$ cat src/rtl/fifo8x9_ctrl.sv
// Valid/ready front-end for the 256x9 FIFO storage block. It drives the FIFO
// write/read/clear strobes and prefetches into a 2-entry output buffer.
module fifo8x9_ctrl #(
  parameter int DW    = 9,
  parameter int AW    = 8,
  parameter int DEPTH = 256
) (
  input  logic          clk,
  input  logic          rst,
  input  logic          in_valid,
  input  logic [DW-1:0] in_data,
  output logic          in_ready,
  output logic          out_valid,
  output logic [DW-1:0] out_data,
  input  logic          out_ready,
  input  logic          flush,
  output logic [DW-1:0] fifo_din,
  output logic          fifo_wren,
  output logic          fifo_wrinc,
  output logic          fifo_rden,
  output logic          fifo_rdinc,
  output logic          fifo_rdclr,
  output logic          fifo_wrclr,
  input  logic [DW-1:0] fifo_dout,
  output logic [AW:0]   fill_level,
  output logic          full,
  output logic          empty
);

  // state | meaning
  // INIT  | single cycle after reset release; clears both FIFO pointers
  // RUN   | streaming; flush clears pointers and local state
  typedef enum logic {ST_INIT = 1'b0, ST_RUN = 1'b1} state_t;

  localparam logic [AW:0] FILL_MAX = (AW+1)'(DEPTH);

  state_t        state_q, state_d;
  logic [AW:0]   fill_q, fill_d;
  logic          inflight_q, inflight_d;
  logic [1:0]    buf_cnt_q, buf_cnt_d;
  logic [DW-1:0] buf0_q, buf0_d;
  logic [DW-1:0] buf1_q, buf1_d;

  logic          run;
  logic          flush_run;
  logic          wr_fire;
  logic          rd_fire;
  logic          pop;
  logic [2:0]    occ;
  logic [1:0]    cnt_after_pop;

  always_comb begin
    run        = (state_q == ST_RUN);
    flush_run  = run && flush;

    full       = (fill_q == FILL_MAX);
    empty      = (fill_q == '0) && !inflight_q && (buf_cnt_q == 2'd0);
    fill_level = fill_q;

    in_ready   = run && !full && !flush;
    wr_fire    = in_valid && in_ready;

    out_valid  = run && !flush && (buf_cnt_q != 2'd0);
    out_data   = buf0_q;
    pop        = out_valid && out_ready;

    // Buffer slots already committed once this cycle's pop is accounted for.
    occ        = {1'b0, buf_cnt_q} + {2'b00, inflight_q} - {2'b00, pop};
    rd_fire    = run && !flush && (fill_q != '0) && (occ < 3'd2);

    fifo_din   = in_data;
    fifo_wren  = wr_fire;
    fifo_wrinc = wr_fire;
    fifo_rden  = rd_fire;
    fifo_rdinc = rd_fire;
    // Gated by rst so the clear strobes stay low while reset is held.
    fifo_rdclr = rst && (!run || flush);
    fifo_wrclr = rst && (!run || flush);
  end

  always_comb begin
    state_d    = ST_RUN;
    inflight_d = rd_fire;

    fill_d = fill_q;
    if (flush_run) begin
      fill_d = '0;
    end else if (wr_fire && !rd_fire) begin
      fill_d = fill_q + 1'b1;
    end else if (rd_fire && !wr_fire) begin
      fill_d = fill_q - 1'b1;
    end

    buf0_d        = buf0_q;
    buf1_d        = buf1_q;
    cnt_after_pop = buf_cnt_q - {1'b0, pop};
    if (pop) begin
      buf0_d = buf1_q;
    end
    if (inflight_q) begin
      if (cnt_after_pop == 2'd0) begin
        buf0_d = fifo_dout;
      end else begin
        buf1_d = fifo_dout;
      end
      buf_cnt_d = cnt_after_pop + 2'd1;
    end else begin
      buf_cnt_d = cnt_after_pop;
    end
    if (flush_run) begin
      buf_cnt_d = 2'd0;
    end
  end

  always_ff @(posedge clk or negedge rst) begin
    if (!rst) begin
      state_q    <= ST_INIT;
      fill_q     <= '0;
      inflight_q <= 1'b0;
      buf_cnt_q  <= 2'd0;
      buf0_q     <= '0;
      buf1_q     <= '0;
    end else begin
      state_q    <= state_d;
      fill_q     <= fill_d;
      inflight_q <= inflight_d;
      buf_cnt_q  <= buf_cnt_d;
      buf0_q     <= buf0_d;
      buf1_q     <= buf1_d;
    end
  end

endmodule
$ cat config.mk
export PLATFORM = sky130hd
export DESIGN_NAME = fifo8x9_ctrl
export DESIGN_NICKNAME = d
export VERILOG_FILES = /design/src/rtl/fifo8x9_ctrl.sv
export SDC_FILE = /design/constraint.sdc
export NUM_CORES = 1
export LEC_CHECK = 0
export ABC_AREA = 1
export CORE_ASPECT_RATIO = 1.75
export CORE_MARGIN = 10
export CORE_UTILIZATION = 46
export DETAILED_ROUTE_END_ITERATION = 8
export GPL_ROUTABILITY_DRIVEN = 0
export HOLD_SLACK_MARGIN = 0.06
export PLACE_DENSITY = 0.89
export SKIP_LAST_GASP = 1
export SYNTH_ARGS = -nofsm -noshare
export SYNTH_HDL_FRONTEND = slang
export SYNTH_SLANG_ARGS = --single-unit
$ cat constraint.sdc
create_clock -name clk -period 3.7 [get_ports clk]
set_input_delay 0.555 -clock clk [delete_from_list [all_inputs] [get_ports clk]]
set_output_delay 0.555 -clock clk [all_outputs]
set_load 0.02 [all_outputs]
# ---- After elaboration in Yosys (flattened, before gate mapping)
# Cells that the tools add are included.
dict set report classes {
  addsub 6
  multipliers 0
  div_mod_pow 0
  order_cmp 1
  n_eq_ne 1
  shift 0
  muxes 8
  bitwise_logic 1
  reduce_logical 28
}
# operator count
set op_table {}
lappend op_table {{two-way mux 9 bit} 6}
lappend op_table {{logical AND 1 bit} 14}
lappend op_table {{adder 9 x 1 -> 9 bit, second input constant} 1}
lappend op_table {{== test 9 bit, second input constant} 1}
lappend op_table {{zero test 9 bit} 1}
lappend op_table {{nonzero test 9 bit} 1}
lappend op_table {{subtractor 9 x 1 -> 9 bit, second input constant} 1}
lappend op_table {{zero test 1 bit} 6}
lappend op_table {{zero test 2 bit} 2}
lappend op_table {{two-way mux 2 bit} 2}
lappend op_table {{adder 2 x 1 -> 3 bit} 1}
lappend op_table {{less-than comparator 3 x 2 -> 1 bit, second input constant} 1}
lappend op_table {{nonzero test 3 bit} 1}
lappend op_table {{subtractor 3 x 1 -> 3 bit} 1}
lappend op_table {{adder 2 x 1 -> 2 bit, second input constant} 1}
lappend op_table {{AND reduction 2 bit} 1}
lappend op_table {{nonzero test 2 bit} 1}
lappend op_table {{subtractor 2 x 1 -> 2 bit} 1}
lappend op_table {{logical OR 1 bit} 1}
lappend op_table {{inverter 1 bit} 1}
dict set report totals {
  reg_bits 31
  latch_bits 0
  ramBits 0
  romBits 0
  inputBits 23
  wordCells 51
  n_memories 0
}

# ---- Depth between registers and ports, before layout
dict set report logic_depth {
  ltp_word 11
  depth_mapped 24
}

# ---- Worst setup path after synthesis
# OpenSTA, ideal clock, no wires.
dict set report synth_path {
  path_type {input to register}
  startpoint {in flush}
  endpoint {reg fill_q[8], in the netlist fill_level[8]}
  t_arrival_ns 3.832
  t_required_ns 3.582
  path_slack_ns -0.249
  stages 22
  n_path_buf 0
  path_cell_list {inv_1 -> nand2_2 -> nor2_1 -> nand2_2 -> inv_2 -> ha_1 -> or2_1 -> fa_1 -> inv_1 -> nor2_1 -> nand2_1 -> inv_2 -> nand2_4 -> inv_2 -> nor2_2 -> fa_1 -> o21ai_1 -> a31oi_1 -> inv_1 -> nand3_1 -> nand3_1 -> nand2_1}
}
dict set report synth_between {
  elab_chain_cells 11
}
# element line
set synth_rtl {}
lappend synth_rtl {{from (decl)} 16} ;# input logic flush,
lappend synth_rtl {{zero test 1 bit (*)} 63} ;# out_valid = run && !flush && (buf_cnt_q != 2'd0);
lappend synth_rtl {{logical AND 1 bit (*) (2 in a row)} 63}
lappend synth_rtl {{via out_valid} 13} ;# output logic out_valid,
lappend synth_rtl {{logical AND 1 bit (*)} 65} ;# pop = out_valid && out_ready;
lappend synth_rtl {{subtractor 3 x 1 -> 3 bit (*)} 68} ;# occ = {1'b0, buf_cnt_q} + {2'b00, inflight_q} - {2'b00, pop};
lappend synth_rtl {{less-than comparator 3 x 2 -> 1 bit (*)} 69} ;# rd_fire = run && !flush && (fill_q != '0) && (occ < 3'd2);
lappend synth_rtl {{logical AND 1 bit (*)} 69}
lappend synth_rtl {{via fifo_rden} 20} ;# output logic fifo_rden,
lappend synth_rtl {{zero test 1 bit} 88} ;# end else if (wr_fire && !rd_fire) begin
lappend synth_rtl {{logical AND 1 bit} 88}
lappend synth_rtl {{two-way mux 9 bit} 88}
lappend synth_rtl {{two-way mux 9 bit} 86} ;# if (flush_run) begin
lappend synth_rtl {{to (signal assigned)} 125} ;# fill_q <= fill_d;
lappend synth_rtl {{to (decl)} 38} ;# logic [AW:0] fill_q, fill_d;
# Mark *: on every way through the listed nets, which the timed path passes. The rest lies on a longest branch.
# A chain may end at the register's enable or synchronous reset.

# ---- Worst setup path in the final report
dict set report layout_path {
  startpoint {reg buf_cnt_q[1]}
  endpoint {reg fill_q[7], in the netlist fill_level[7]}
}
dict set report layout_between {
  elab_chain_cells 10
}
# element line
set layout_rtl {}
lappend layout_rtl {{from (decl)} 40} ;# logic [1:0] buf_cnt_q, buf_cnt_d;
lappend layout_rtl {{from (signal assigned)} 127} ;# buf_cnt_q <= buf_cnt_d;
lappend layout_rtl {{parallel branches: the longest is 3 deep, another holds adder 2 x 1 -> 3 bit} -}
lappend layout_rtl {{subtractor 3 x 1 -> 3 bit (*)} 68}
lappend layout_rtl {{less-than comparator 3 x 2 -> 1 bit (*)} 69}
lappend layout_rtl {{logical AND 1 bit (*)} 69}
lappend layout_rtl {{zero test 1 bit} 88}
lappend layout_rtl {{logical AND 1 bit} 88}
lappend layout_rtl {{two-way mux 9 bit} 88}
lappend layout_rtl {{two-way mux 9 bit} 86}
# Mark *: on every way between the ends.

==> metrics.log <==
INFO  metric run_status = complete, no violations
INFO  metric fin_hold_viols = 0
INFO  metric first_pass_detailed_route_iteration_total = 4
INFO  metric worst_skew_pair.late_latency = 0.29 ns
INFO  metric finalMaxSlewViolations = 0
INFO  metric max-slew-margin-rel = 61.73%
INFO  metric cap_violations = 0
INFO  metric antenna_left = 0
INFO  metric finalCritPeriodShare = 96.12%
INFO  metric floorplan.core_area = 3941 µm²
INFO  metric remaining_drc_errors = 0
INFO  metric wl_per_cell = 16.41 µm
INFO  metric grt.overflow.total = 0
INFO  metric synth.top_cells.by_area = sky130_fd_sc_hd__dfrtp_1 (41%), sky130_fd_sc_hd__ha_1 (6.6%), sky130_fd_sc_hd__nand2_1 (6.1%), sky130_fd_sc_hd__inv_1 (5.5%), sky130_fd_sc_hd__o21ai_1 (5.0%)
INFO  metric ctsRootBufferMaster = sky130_fd_sc_hd__clkbuf_8
INFO  metric worstSetupStartpointType = flip-flop
INFO  metric buffer_ports.inserted = 41
INFO  metric holdPathEnd = buf1_q[0]
INFO  metric final_common_cell = sky130_fd_sc_hd__clkdlybuf4s50_1
INFO  metric grt_start_max_net_pins = 32
INFO  metric seq_power_share = 27.3%
INFO  metric dieWidth = 68.66 µm
INFO  metric layout_min_cycle_time = 3.556 ns
INFO  metric hold_path_depth = 2
INFO  metric clk_path_buf_depth = 2
INFO  metric syn_nets = 257
INFO  metric cts-htree-levels = 2
INFO  metric ctsHoldBuffers = 0
INFO  metric tritoncts.num_buffers = 5
INFO  metric track_usage = 14.28%
INFO  metric largest_clock_skew_in_the_final_design = 0.006427 ns
INFO  metric drt_iter0_drc = 96
INFO  metric post-route-worst-setup-slack = 0.1436 ns
INFO  metric area_growth = 37.56%
INFO  metric viasPerCell = 5.378
INFO  metric vias = 1737
INFO  metric synth_cells = 222
INFO  metric dp_hpwl = 3876 µm
INFO  metric post_synth_instance_area = 1906 µm²
INFO  metric cp-end-kind = flip-flop
INFO  metric dp.cells = 313
INFO  metric top_level_ports = 60
INFO  metric synth_top_flop_cell = sky130_fd_sc_hd__dfrtp_1
INFO  metric ys_async_sr_fraction = 100.0%
INFO  metric data_required_time_at_the_worst_endpoint = 3.87 ns
INFO  metric synth-edff-count = 0
INFO  metric cts_tree = built
INFO  metric n_fill_cell = 300
INFO  metric finalNetCount = 309
INFO  metric worst_slew_pin_slew = 0.5740 ns
INFO  metric crit_path_max_fanout = 8
INFO  metric synth_top_cell_by_area = sky130_fd_sc_hd__dfrtp_1
INFO  metric r2r_end = fill_level[7]
INFO  metric p_per_area = 893.2 nW/µm²
INFO  metric finalSetupViolations = 0
INFO  metric min_path_type = reg -> reg
INFO  metric hold_path.startpoint = buf1_q[0]
INFO  metric numClockSinks = 31
INFO  metric intPower = 1.342 mW
INFO  metric totalPowerFinal = 2.341 mW
INFO  metric p_switching = 0.9994 mW
INFO  metric synth_top_area_share = 40.71%
INFO  metric r2r_cells = 20
INFO  metric irDropWorstVdd = 0.6019 mV
INFO  metric synth_cell_types = 34
INFO  metric register_area_share_after_synthesis = 40.71%
INFO  metric net_switching_fraction_of_the_power = 42.69%
INFO  metric place_ws = -0.2480 ns
INFO  metric fp.dieH = 105.1 µm
INFO  metric initial_utilization = 48.35%
INFO  metric setup.worst_path.class = reg -> reg
INFO  metric placed_area = 2412 µm²
INFO  metric final_area = 2621 µm²
INFO  metric regToRegStartpoint = buf_cnt_q[1]
INFO  metric yosysWarningCount = 0
INFO  metric hold-worst-slack = 0.4917 ns
INFO  metric worstPathArrival = 3.72 ns
INFO  metric portion_of_total_power_attributed_to_combinational_logic = 58.3%
INFO  metric final_total_negative_setup_slack = 0 ns
INFO  metric final_cells = 323
INFO  metric final_layout_size_suffix_gt1_share = 21.45%
INFO  metric clk_transition_reported_paths = 0.07 ns
INFO  metric postRouteWirelength = 5299 µm
INFO  metric first_global_vias = 1730
INFO  metric clkPwrFrac = 14.4%
INFO  metric postLayoutCoreUtil = 66.51%
INFO  metric insertedDiodeCount = 0
INFO  metric mostFrequentLayoutCells = sky130_fd_sc_hd__clkdlybuf4s50_1 (38), sky130_fd_sc_hd__nand2_1 (31), sky130_fd_sc_hd__dfrtp_1 (31)
INFO  metric fmax = 0.2812 GHz
INFO  metric syn_area_per_cell = 8.584 µm²
INFO  metric row_count = 30
INFO  metric dieArea = 7219 µm²
INFO  metric first_pass_grt_wire_length = 8038 µm
INFO  metric reg2reg_slack = 0.14 ns
INFO  metric initial_antenna_violation_count = 0
INFO  metric static-leakage-power = 1.261 nW
INFO  metric yosys_register_bits = 31
synth_stat cells (2+ instances only):
cell	instances
sky130_fd_sc_hd__dfrtp_1	31
sky130_fd_sc_hd__nand2_1	31
sky130_fd_sc_hd__inv_1	28
sky130_fd_sc_hd__o21ai_1	19
sky130_fd_sc_hd__nor2_1	17
sky130_fd_sc_hd__o22ai_1	14
sky130_fd_sc_hd__buf_4	12
sky130_fd_sc_hd__ha_1	10
sky130_fd_sc_hd__inv_2	6
sky130_fd_sc_hd__a21oi_1	5
sky130_fd_sc_hd__xnor2_1	5
sky130_fd_sc_hd__a31oi_1	4
sky130_fd_sc_hd__nand2_2	4
sky130_fd_sc_hd__nand3_1	4
sky130_fd_sc_hd__nand4_1	4
sky130_fd_sc_hd__nand2_4	3
sky130_fd_sc_hd__xor2_1	3
sky130_fd_sc_hd__a21boi_1	2
sky130_fd_sc_hd__clkbuf_1	2
sky130_fd_sc_hd__fa_1	2
sky130_fd_sc_hd__nand3_4	2
sky130_fd_sc_hd__or2_1	2
metal layers:
metal,share of wire (%),track usage [%],wire length (µm),up-vias
met2,56,25.83,2954,66
met3,4.9,3.529,262,22
li1,-,-,-,820
met5,0,0,0,-
met4,4.8,7.370,254,0
met1,34,13.75,1827,829
worst max path at each step:
stage	slack (ns)	cells past startpoint	startpoint	to
finish	0.14	20	buf_cnt_q[1]	fill_level[7]
global route	-0.02	20	buf_cnt_q[1]	fill_level[7]
CTS	0.05	16	flush	fifo_rden
detailed placement	-0.25	25	flush	fill_level[8]
global placement	-0.18	16	flush	fifo_rden
floorplan	0.03	22	flush	fill_level[8]
power by group through the flow:
| stage | sequential [mW] | combinational [mW] | clock (mW) |
|---|---|---|---|
| detailed placement | 0.633 | 1.28 | 0 |
| global placement | 0.625 | 1.23 | 0 |
| CTS | 0.630 | 1.28 | 0.340 |
| finish | 0.640 | 1.36 | 0.337 |
| floorplan | 0.723 | 0.685 | 0 |
| global route | 0.661 | 1.47 | 0.353 |
worst max-delay path: stages, from the launching register on:
cell                       delay, ns
sky130_fd_sc_hd__dfrtp_1        0.46
sky130_fd_sc_hd__nor2_1         0.22
sky130_fd_sc_hd__nor2_4         0.06
sky130_fd_sc_hd__nand2_2        0.07
sky130_fd_sc_hd__inv_2          0.04
sky130_fd_sc_hd__ha_1           0.25
sky130_fd_sc_hd__or2_1          0.24
sky130_fd_sc_hd__fa_1           0.48
sky130_fd_sc_hd__inv_1          0.04
sky130_fd_sc_hd__nor2_1         0.09
sky130_fd_sc_hd__nand2_1        0.07
sky130_fd_sc_hd__inv_2          0.07
sky130_fd_sc_hd__nand2_4        0.06
sky130_fd_sc_hd__nand3_4        0.17
sky130_fd_sc_hd__ha_2           0.36
sky130_fd_sc_hd__nand2_1        0.10
sky130_fd_sc_hd__nand2_1        0.09
sky130_fd_sc_hd__a21boi_2       0.15
sky130_fd_sc_hd__nand2_1        0.07
sky130_fd_sc_hd__xnor2_1        0.21
sky130_fd_sc_hd__o22ai_1        0.12
logic make-up after synthesis:
logic type                 after synthesis  share of synthesized area, %
AOI/OAI and AO/OA                       48                         14.71
xor gates and xnor gates                 8                         3.677
adders and majority gates               12                         8.667
buffers and inverters                   50                         12.28
DFF                                     31                         40.71
muxes                                    1                        0.5909
other                                    1                        0.1968
and+or+nand+nor                         71                         19.17
what timing repair did:
item / CTS / global route
setup endpoints to repair: 2 / 7
resized for setup: 2 / 14
pin swaps: 0 / 5
buffers inserted: 0 / 2
area by class of cell:
| class | instances | area [µm²] | area share [%] |
|---|---|---|---|
| tap | 48 | 60.06 | 2.291 |
| clock inverter | 3 | 43.79 | 1.671 |
| multi-input combinational | 141 | 980.9 | 37.42 |
| clock buffer | 5 | 68.82 | 2.625 |
| inverter | 35 | 131.4 | 5.012 |
| timing repair buffer | 60 | 560.5 | 21.38 |
| sequential | 31 | 775.7 | 29.59 |
sequential cells by signal (all words and copies together) (netlist names):
register	cells
buf1_q	9
out_data	9
run	1
buf_cnt_q	2
inflight_q	1
fill_level	9
Note: power is estimated with default switching activity, not from simulation.
